## config.mk

```make
export PLATFORM = sky130hd
export DESIGN_NAME = zone_alarm_ctrl
export DESIGN_NICKNAME = d
export VERILOG_FILES = /design/src/rtl/zone_alarm_ctrl.sv
export SDC_FILE = /design/constraint.sdc
export NUM_CORES = 1
export LEC_CHECK = 0
export CAP_MARGIN = 20
export CORE_MARGIN = 8
export CORE_UTILIZATION = 45
export DETAILED_ROUTE_END_ITERATION = 8
export PLACE_DENSITY = 0.73
export SETUP_SLACK_MARGIN = 0.1
export SLEW_MARGIN = 20
export SYNTH_ARGS = -nofsm -noshare
export SYNTH_HDL_FRONTEND = slang
export SYNTH_SLANG_ARGS = --single-unit
```

## constraint.sdc

```tcl
create_clock -name clk -period 3.3 [get_ports clk]
set_input_delay 0.66 -clock clk [delete_from_list [all_inputs] [get_ports clk]]
set_output_delay 0.66 -clock clk [all_outputs]
set_load 0.02 [all_outputs]
```

## src/rtl/zone_alarm_ctrl.sv

```systemverilog
// zone_alarm_ctrl: armed/disarmed zone alarm with exit/entry delays, night mask and latched trip record
// Ports: clk, rst_n (async active-low); arm_away, arm_night, disarm requests;
//        zone_secure[ZONES] (1 = closed); state_o (DISARMED=0 EXIT=1 AWAY=2 NIGHT=3 ENTRY=4 ALARM=5);
//        alarm, armed, exit_pending, entry_pending decoded from state; arm_fail one-cycle refusal pulse;
//        tripped[ZONES] latched violated monitored zones, cleared by disarm or a new arming.
module zone_alarm_ctrl #(
  parameter int ZONES = 3,
  parameter logic [ZONES-1:0] NIGHT_MASK = 3'b110,
  parameter logic [ZONES-1:0] ENTRY_MASK = 3'b010,
  parameter int EXIT_CYCLES = 8,
  parameter int ENTRY_CYCLES = 8
) (
  input  logic             clk,
  input  logic             rst_n,
  input  logic             arm_away,
  input  logic             arm_night,
  input  logic             disarm,
  input  logic [ZONES-1:0] zone_secure,
  output logic [2:0]       state_o,
  output logic             alarm,
  output logic             armed,
  output logic             exit_pending,
  output logic             entry_pending,
  output logic             arm_fail,
  output logic [ZONES-1:0] tripped
);
  localparam logic [2:0] DISARMED = 3'd0;
  localparam logic [2:0] EXIT     = 3'd1;
  localparam logic [2:0] AWAY     = 3'd2;
  localparam logic [2:0] NIGHT    = 3'd3;
  localparam logic [2:0] ENTRY    = 3'd4;
  localparam logic [2:0] ALARM    = 3'd5;
  localparam int MAXC = (EXIT_CYCLES > ENTRY_CYCLES) ? EXIT_CYCLES : ENTRY_CYCLES;
  localparam int CW = (MAXC > 1) ? $clog2(MAXC) : 1;
  // Delays load N-1 and leave on the zero count, giving exactly N cycles in the delay state.
  localparam logic [CW-1:0] EXIT_LD  = CW'(EXIT_CYCLES - 1);
  localparam logic [CW-1:0] ENTRY_LD = CW'(ENTRY_CYCLES - 1);

  logic [2:0]       state_q, state_d;
  logic [CW-1:0]    cnt_q, cnt_d;
  logic [ZONES-1:0] trip_d;
  logic             fail_d;
  logic [ZONES-1:0] v;
  logic             hard_hit, entry_hit, night_hit, cnt_zero;

  assign v         = ~zone_secure;
  assign hard_hit  = |(v & ~ENTRY_MASK);
  assign entry_hit = |(v & ENTRY_MASK);
  assign night_hit = |(v & NIGHT_MASK);
  assign cnt_zero  = cnt_q == '0;

  always_ff @(posedge clk or negedge rst_n) begin
    if (!rst_n) begin
      state_q  <= DISARMED;
      cnt_q    <= '0;
      tripped  <= '0;
      arm_fail <= 1'b0;
    end else begin
      state_q  <= state_d;
      cnt_q    <= cnt_d;
      tripped  <= trip_d;
      arm_fail <= fail_d;
    end
  end

  always_comb begin
    state_d = state_q;
    cnt_d   = cnt_q;
    trip_d  = tripped;
    fail_d  = 1'b0;
    if (disarm) begin
      state_d = DISARMED;
      cnt_d   = '0;
      trip_d  = '0;
    end else begin
      case (state_q)
        DISARMED: begin
          if (arm_away) begin
            state_d = &zone_secure ? EXIT : DISARMED;
            cnt_d   = &zone_secure ? EXIT_LD : cnt_q;
            trip_d  = &zone_secure ? '0 : tripped;
            fail_d  = ~&zone_secure;
          end else if (arm_night) begin
            state_d = night_hit ? DISARMED : NIGHT;
            trip_d  = night_hit ? tripped : '0;
            fail_d  = night_hit;
          end
        end
        EXIT: begin
          state_d = cnt_zero ? AWAY : EXIT;
          cnt_d   = cnt_zero ? cnt_q : cnt_q - CW'(1);
        end
        AWAY: begin
          trip_d  = tripped | v;
          state_d = hard_hit ? ALARM : entry_hit ? ENTRY : AWAY;
          cnt_d   = (!hard_hit && entry_hit) ? ENTRY_LD : cnt_q;
        end
        ENTRY: begin
          // Re-securing the entry zone does not cancel the delay; only disarm does.
          trip_d  = tripped | v;
          state_d = (hard_hit || cnt_zero) ? ALARM : ENTRY;
          cnt_d   = (hard_hit || cnt_zero) ? cnt_q : cnt_q - CW'(1);
        end
        NIGHT: begin
          trip_d  = tripped | (v & NIGHT_MASK);
          state_d = night_hit ? ALARM : NIGHT;
        end
        ALARM: trip_d = tripped | v;
        default: begin
          state_d = DISARMED;
          cnt_d   = '0;
        end
      endcase
    end
  end

  always_comb begin
    state_o       = state_q;
    alarm         = state_q == ALARM;
    armed         = (state_q == AWAY) || (state_q == NIGHT) || (state_q == ENTRY);
    exit_pending  = state_q == EXIT;
    entry_pending = state_q == ENTRY;
  end
endmodule

```

==> metrics.md, run 1 <==
| Metric | Value |
|---|---|
| Core region area | 1710 um2 |
| Wire per inst | 13.8 um |
| CP Data Required Time | 2640 ps |
| Final Non-Filler Cells | 139 |
| DIE AREA | 3400 um2 |
| Area contributors post-synth | dfrtp_1 31%, a21oi_1 5.6%, o21ai_0 5.0% |
| Cell Area, Synth | 806 um2 |
| Total track usage | 11.7% |
| ANT nets after route | 0 |
| Detailed Routing Iterations Pass 1 | 4 |
| Synthesized area per cell | 8.31 um2 |
| First-pass GRT wire length | 3200 um |
| Worst-Margin Slew | 624 ps |
| Synth Area in Simple Gates | 21.3% |
| WHS Endpoint | tripped[2] |
| Fmax | 0.363 GHz |
| Seq/Total Area, Yosys | 31.1% |
| Mux cell area share after synthesis | 2.48% |
| CTS root buf | clkbuf_4 |
| Worst reg2reg path depth | 5 |
| Post-Syn Instances | 97 |
| Skew-Pair Late Insertion Delay | 260 ps |
| Setup tns final | 0 ps |
| Final Hold Fails | 0 |
| Area leader, netlist | dfrtp_1 |
| Area added between synthesis and finish | 25.0% |
| Clock Skews | 0.817 ps |
| Initial antenna violation count | 0 |
| Die height | 58.3 um |
| Post-synth cell types | 39 |
| CTS tree | built |
| R2R Setup Slk | 1360 ps |
| Status | completed |
| RSZ-0062 raised after global routing | no |
| PwrDens | 634 nW/um2 |
| Finish-stage setup viols | 0 |
| CP max FO | 22 |
| Vias in the first global route | 731 |
| Worst hold path cell count | 1 |
| Critical Path End Type | output port |
| PnR worst setup slack | 543 ps |
| MaxCap Viol Count | 0 |
| Hpwl dp | 1450 um |
| Die X | 58.3 um |
| Max-slew headroom | 58.4% |
| XOR/XNOR Fraction of Synth Area | 2.17% |
| Fill cells | 142 |
| Overflow after GRT | 0 |
| Dpl ws | 855 ps |
| Post-CTS Hold Fix Bufs | 0 |
| # diodes | 0 |
| Largest net degree at the start of global routing | 23 |
| Worst Hold Class | flop to flop |
| DP Cell Count | 135 |
| Nets | 125 |
| FF-to-FF End | cnt_q[0] |
| WS Path Type | flop to output port |
| Drt initial violations | 24 |
| Adder-cell share of the synthesized area | 3.11% |
| HP Start | tripped[2] |
| Hold Slack | 501 ps |
| Compound-Gate Fraction of Synth Area | 30.0% |
| FFs w/ async S/R, synth | 100% |
| Worst ir drop on vdd | 0.323 mV |
| Wirelength, routed | 1920 um |
| Max Root-Sink Buffers | 2 |
| Leakage | 0.000423 uW |
| Crit path time final | 2760 ps |
| Warnings, synthesis | 0 |
| Share of layout cells above drive strength 1 | 8.77% |
| IO Count | 19 |
| Site Rows | 15 |
| CTS H-tree depth | 1 |
| Largest family of logic cells by synthesized area | compound AO/OA/AOI/OAI gates |
| Post-CTS Resized | 0 |
| DRC errors left | 0 |
| Final period util | 83.6% |
| Clock-pin slew on the worst setup and hold paths | 70 ps |
| Share of the synthesized area in the top cell type | 31.1% |
| Crit path from | state_o[1] |
| Synth Flop Type | dfrtp_1 |
| CP arrival | 2100 ps |
| Post-synth net total | 107 |
| Clk sinks | 10 |
| Crit path launch type | flop |
| Post-synth EDFFs | 0 |
| Yosys reg bits | 10 |
| Fin util | 59.0% |
| Initial core utilization | 47.2% |
| I/O Buffers | 18 |
| CTS Buf Count | 3 |
| Slew Viols, Final | 0 |
| Via count | 778 |
| RR Startpoint | state_o[1] |
| Postcts setup bufs | 0 |
| Routability congestion estimate | 0.916 |
| Via/cell ratio | 5.60 |
registers in the layout, summed over array words and instances (netlist names):
register / count
arm_fail: 1
cnt_q: 3
state_o: 3
tripped: 3
critical path: stages (launching register included):
cell	delay [ps]
dfrtp_1	610
inv_1	180
nand2_1	160
o21ai_0	230
clkdlybuf4s50_1	640
per-layer routing:
layer / GRT usage (%) / up-vias / routed length [um]
met5: 0 / - / 0
met4: 6.29 / 0 / 31
met3: 1.96 / 5 / 105
met2: 18.4 / 30 / 869
met1: 14.8 / 357 / 911
li1: - / 386 / -
how the worst max path moves through the flow:
stage / endpoint / depth (start not counted)
floorplan: tripped[1] / 6
global placement: armed / 4
detailed placement: armed / 4
CTS: armed / 4
global route: armed / 4
finish: armed / 4
area by class of cell:
cell class	count	area (um2)	share of cell area (%)
timing repair buffer	19	188	18.6
tap	25	31.3	3.11
inverter	7	26.3	2.61
clock buffer	4	36.3	3.60
multi-input combinational	74	475	47.2
sequential	10	250	24.8
cells in the final DEF, fill, tap and decap left out, types with 2 or more instances in the layout:
cell              n
o21ai_0           8
clkbuf_4          3
nand3_1           3
a21oi_1           9
inv_1             7
nor2_1           10
a221oi_1          3
nand2_1           9
nor3_1            2
o21bai_1          2
ha_1              2
clkdlybuf4s50_1  18
mux2i_1           2
dfrtp_1          10
o22a_1            2
power breakdown:
part	internal [uW]	leakage (uW)	switching, uW
clock network	67.0	0.0000210	42.7
logic	155	0.000268	185
registers	152	0.000134	35.7
total	375	0.000423	263
stage by stage:
stage	power (uW)	instance area (um2)
after floorplan	434	806
after global placement	525	971
after detailed placement	531	971
after CTS	642	1010
after global routing	687	1010
final	638	1010
synthesized netlist by cell type (2+ instances only):
master and count:
o21ai_0 8, a221oi_1 3, mux2i_1 2, buf_6 2, a21oi_1 9, nand3_1 3, o22a_1 2, buf_2 2
o21bai_1 2, dfrtp_1 10, nand2_1 9, nor2_1 10, nor3_1 2, inv_1 7, ha_1 2
cell families (layout without fill, tap and decap cells):
group,count (synthesis),in the layout
mux,2,2
compound gates,34,34
buf+inv,13,30
fa+ha+maj,2,2
xor+xnor,2,2
flops,10,10
simple gates,34,34
Power figures use the tool's default switching activity.
==> run 2: changes to the inputs <==
- CORE_UTILIZATION: 45 -> 43
- clock period: 3.3 -> 2.4 ns (I/O delays scaled with it)
==> metrics.md, run 2 (same netlist as run 1, synthesis figures left out) <==
| Metric | Value |
|---|---|
| WS Path Type | flop to output port (unchanged) |
| Final period util | 94.3% |
| Die height | 59.3 um (was 58.3 um) |
| PwrDens | 865 nW/um2 (was 634 nW/um2) |
| Leakage | 0.000476 uW (was 0.000423 uW) |
| IO Count | 19 (unchanged) |
| CTS tree | built (unchanged) |
| Vias in the first global route | 821 (was 731) |
| Detailed Routing Iterations Pass 1 | 4 (unchanged) |
| Clk sinks | 10 (unchanged) |
| Die X | 59.3 um (was 58.3 um) |
| Crit path launch type | flop (unchanged) |
| CTS root buf | clkbuf_4 (unchanged) |
| Skew-Pair Late Insertion Delay | 260 ps (about the same) |
| RSZ-0062 raised after global routing | no (unchanged) |
| Largest net degree at the start of global routing | 18 (was 23) |
| Fmax | 0.442 GHz |
| Wirelength, routed | 2160 um (was 1920 um) |
| Core region area | 1750 um2 (was 1710 um2) |
| Drt initial violations | 26 (was 24) |
| CTS H-tree depth | 1 (unchanged) |
| MaxCap Viol Count | 0 (unchanged) |
| Commonest non-fill, non-tap cell in the layout | clkdlybuf4s50_1 (unchanged) |
| Share of layout cells above drive strength 1 | 12.6% (was 8.77%) |
| CTS Buf Count | 3 (unchanged) |
| Hold Slack | 496 ps (was 501 ps) |
| Crit path time final | 2260 ps |
| Hpwl dp | 1650 um (was 1450 um) |
| DRC errors left | 0 (unchanged) |
| Overflow after GRT | 0 (unchanged) |
| Slew Viols, Final | 0 (unchanged) |
| Nets | 130 (was 125) |
| Worst reg2reg path depth | 6 (was 5) |
| Final Hold Fails | 0 (unchanged) |
| First-pass GRT wire length | 3640 um (was 3200 um) |
| I/O Buffers | 18 (unchanged) |
| Critical Path End Type | output port (unchanged) |
| Post-CTS Hold Fix Bufs | 0 (unchanged) |
| Finish-stage setup viols | 0 (unchanged) |
| Most frequent cells in the layout | 15 x clkdlybuf4s50_1, 10 x nor2_1, 10 x dfrtp_1 (was 18 x clkdlybuf4s50_1, 10 x nor2_1, 10 x dfrtp_1) |
| Post-Place Cell Area | 1010 um2 (was 971 um2) |
| Status | completed (unchanged) |
| Max-slew headroom | 67.1% (was 58.4%) |
| Setup tns final | 0 ps (unchanged) |
| Fin util | 59.9% (was 59.0%) |
| RR Startpoint | state_o[1] (unchanged) |
| DIE AREA | 3520 um2 (was 3400 um2) |
| Total track usage | 13.2% (was 11.7%) |
| CP Capture Point | exit_pending (was armed) |
| CP Data Required Time | 1920 ps (was 2640 ps) |
| Wire per inst | 15.0 um (was 13.8 um) |
| Area added between synthesis and finish | 29.7% (was 25.0%) |
| ANT nets after route | 0 (unchanged) |
| # diodes | 0 (unchanged) |
| Via count | 793 (was 778) |
| Site Rows | 15 (unchanged) |
| R2R Setup Slk | 560 ps (was 1360 ps) |
| Via/cell ratio | 5.51 (was 5.60) |
| FF-to-FF End | cnt_q[0] (unchanged) |
| CP arrival | 1780 ps (was 2100 ps) |
| Power, Total | 904 uW (was 638 uW) |
| Crit path from | state_o[1] (unchanged) |
| Finished Cell Area | 1040 um2 (was 1010 um2) |
| Clock-pin slew on the worst setup and hold paths | 80 ps (was 70 ps) |
| Initial antenna violation count | 0 (unchanged) |
| Postcts setup bufs | 0 (unchanged) |
| Worst-Margin Slew | 492 ps (was 624 ps) |
| Max Root-Sink Buffers | 2 (unchanged) |
| Worst Hold Class | flop to flop (unchanged) |
| Clock Skews | 4.07 ps (was 0.817 ps) |
| Routability congestion estimate | 0.841 (was 0.916) |
| Worst ir drop on vdd | 0.369 mV (was 0.323 mV) |
| CP max FO | 6 (was 22) |
| Initial core utilization | 46.2% (was 47.2%) |
run 2: cell types whose count changed in the layout (fill, tap and decap cells not counted):
cell | before | now
clkdlybuf4s50_1 | 18 | 15
buf_4 | 1 | 6
dlygate4sd2_1 | 0 | 2
dlymetal6s2s_1 | 0 | 1
run 2: stage by stage:
step           cells  setup WS [ps]
2_1_floorplan     97            468
3_3_place_gp     140            233
3_5_place_dp     140            258
4_1_cts          144            148
5_1_grt          144            105
6_report         144            136
run 2: worst max-delay path, cell delays in order, from the launching register on:
cell and delay, ps:
dfrtp_1 470, nor3b_1 370, clkdlybuf4s50_1 680
run 2: how the worst min path moves through the flow:
| stage | start | end | slack [ps] | depth (start not counted) |
|---|---|---|---|---|
| 5_1_grt | tripped[2] | tripped[2] | 520 | 1 |
| 4_1_cts | tripped[1] | tripped[1] | 500 | 1 |
| 3_5_place_dp | tripped[2] | tripped[2] | 480 | 1 |
| 2_1_floorplan | rst_n | arm_fail | 180 | 0 |
| 6_report | tripped[2] | tripped[2] | 500 | 1 |
| 3_3_place_gp | tripped[1] | tripped[1] | 480 | 1 |
run 2: timing repair:
action,CTS,global route
endpoints found under the hold margin,0,0
endpoints found under the setup margin,2,1
resized for setup,2,1
gates cloned,0,0
run 2: report_power, final:
group | leakage [uW] | internal, uW | total, uW | switching [uW]
clock network | 0.0000210 | 92.0 | 158 | 66.3
registers | 0.000134 | 210 | 250 | 40.0
logic | 0.000320 | 222 | 496 | 274
run 2: metal layers:
| layer | part of all wire [%] | GRT usage (%) | up-vias |
|---|---|---|---|
| met2 | 47 | 22.7 | 23 |
| li1 | - | - | 397 |
| met3 | 6.8 | 3.90 | 2 |
| met5 | 0 | 0 | - |
| met4 | 0.56 | 3.07 | 0 |
| met1 | 46 | 15.6 | 371 |
run 2: final cells by class:
| type | count | area (um2) |
|---|---|---|
| Clock buffer | 4 | 36.3 |
| Fill cell | 157 | 701 |
| Inverter | 7 | 26.3 |
| Multi-Input combinational cell | 74 | 475 |
| Sequential cell | 10 | 250 |
| Tap cell | 25 | 31.3 |
| Timing Repair Buffer | 24 | 225 |
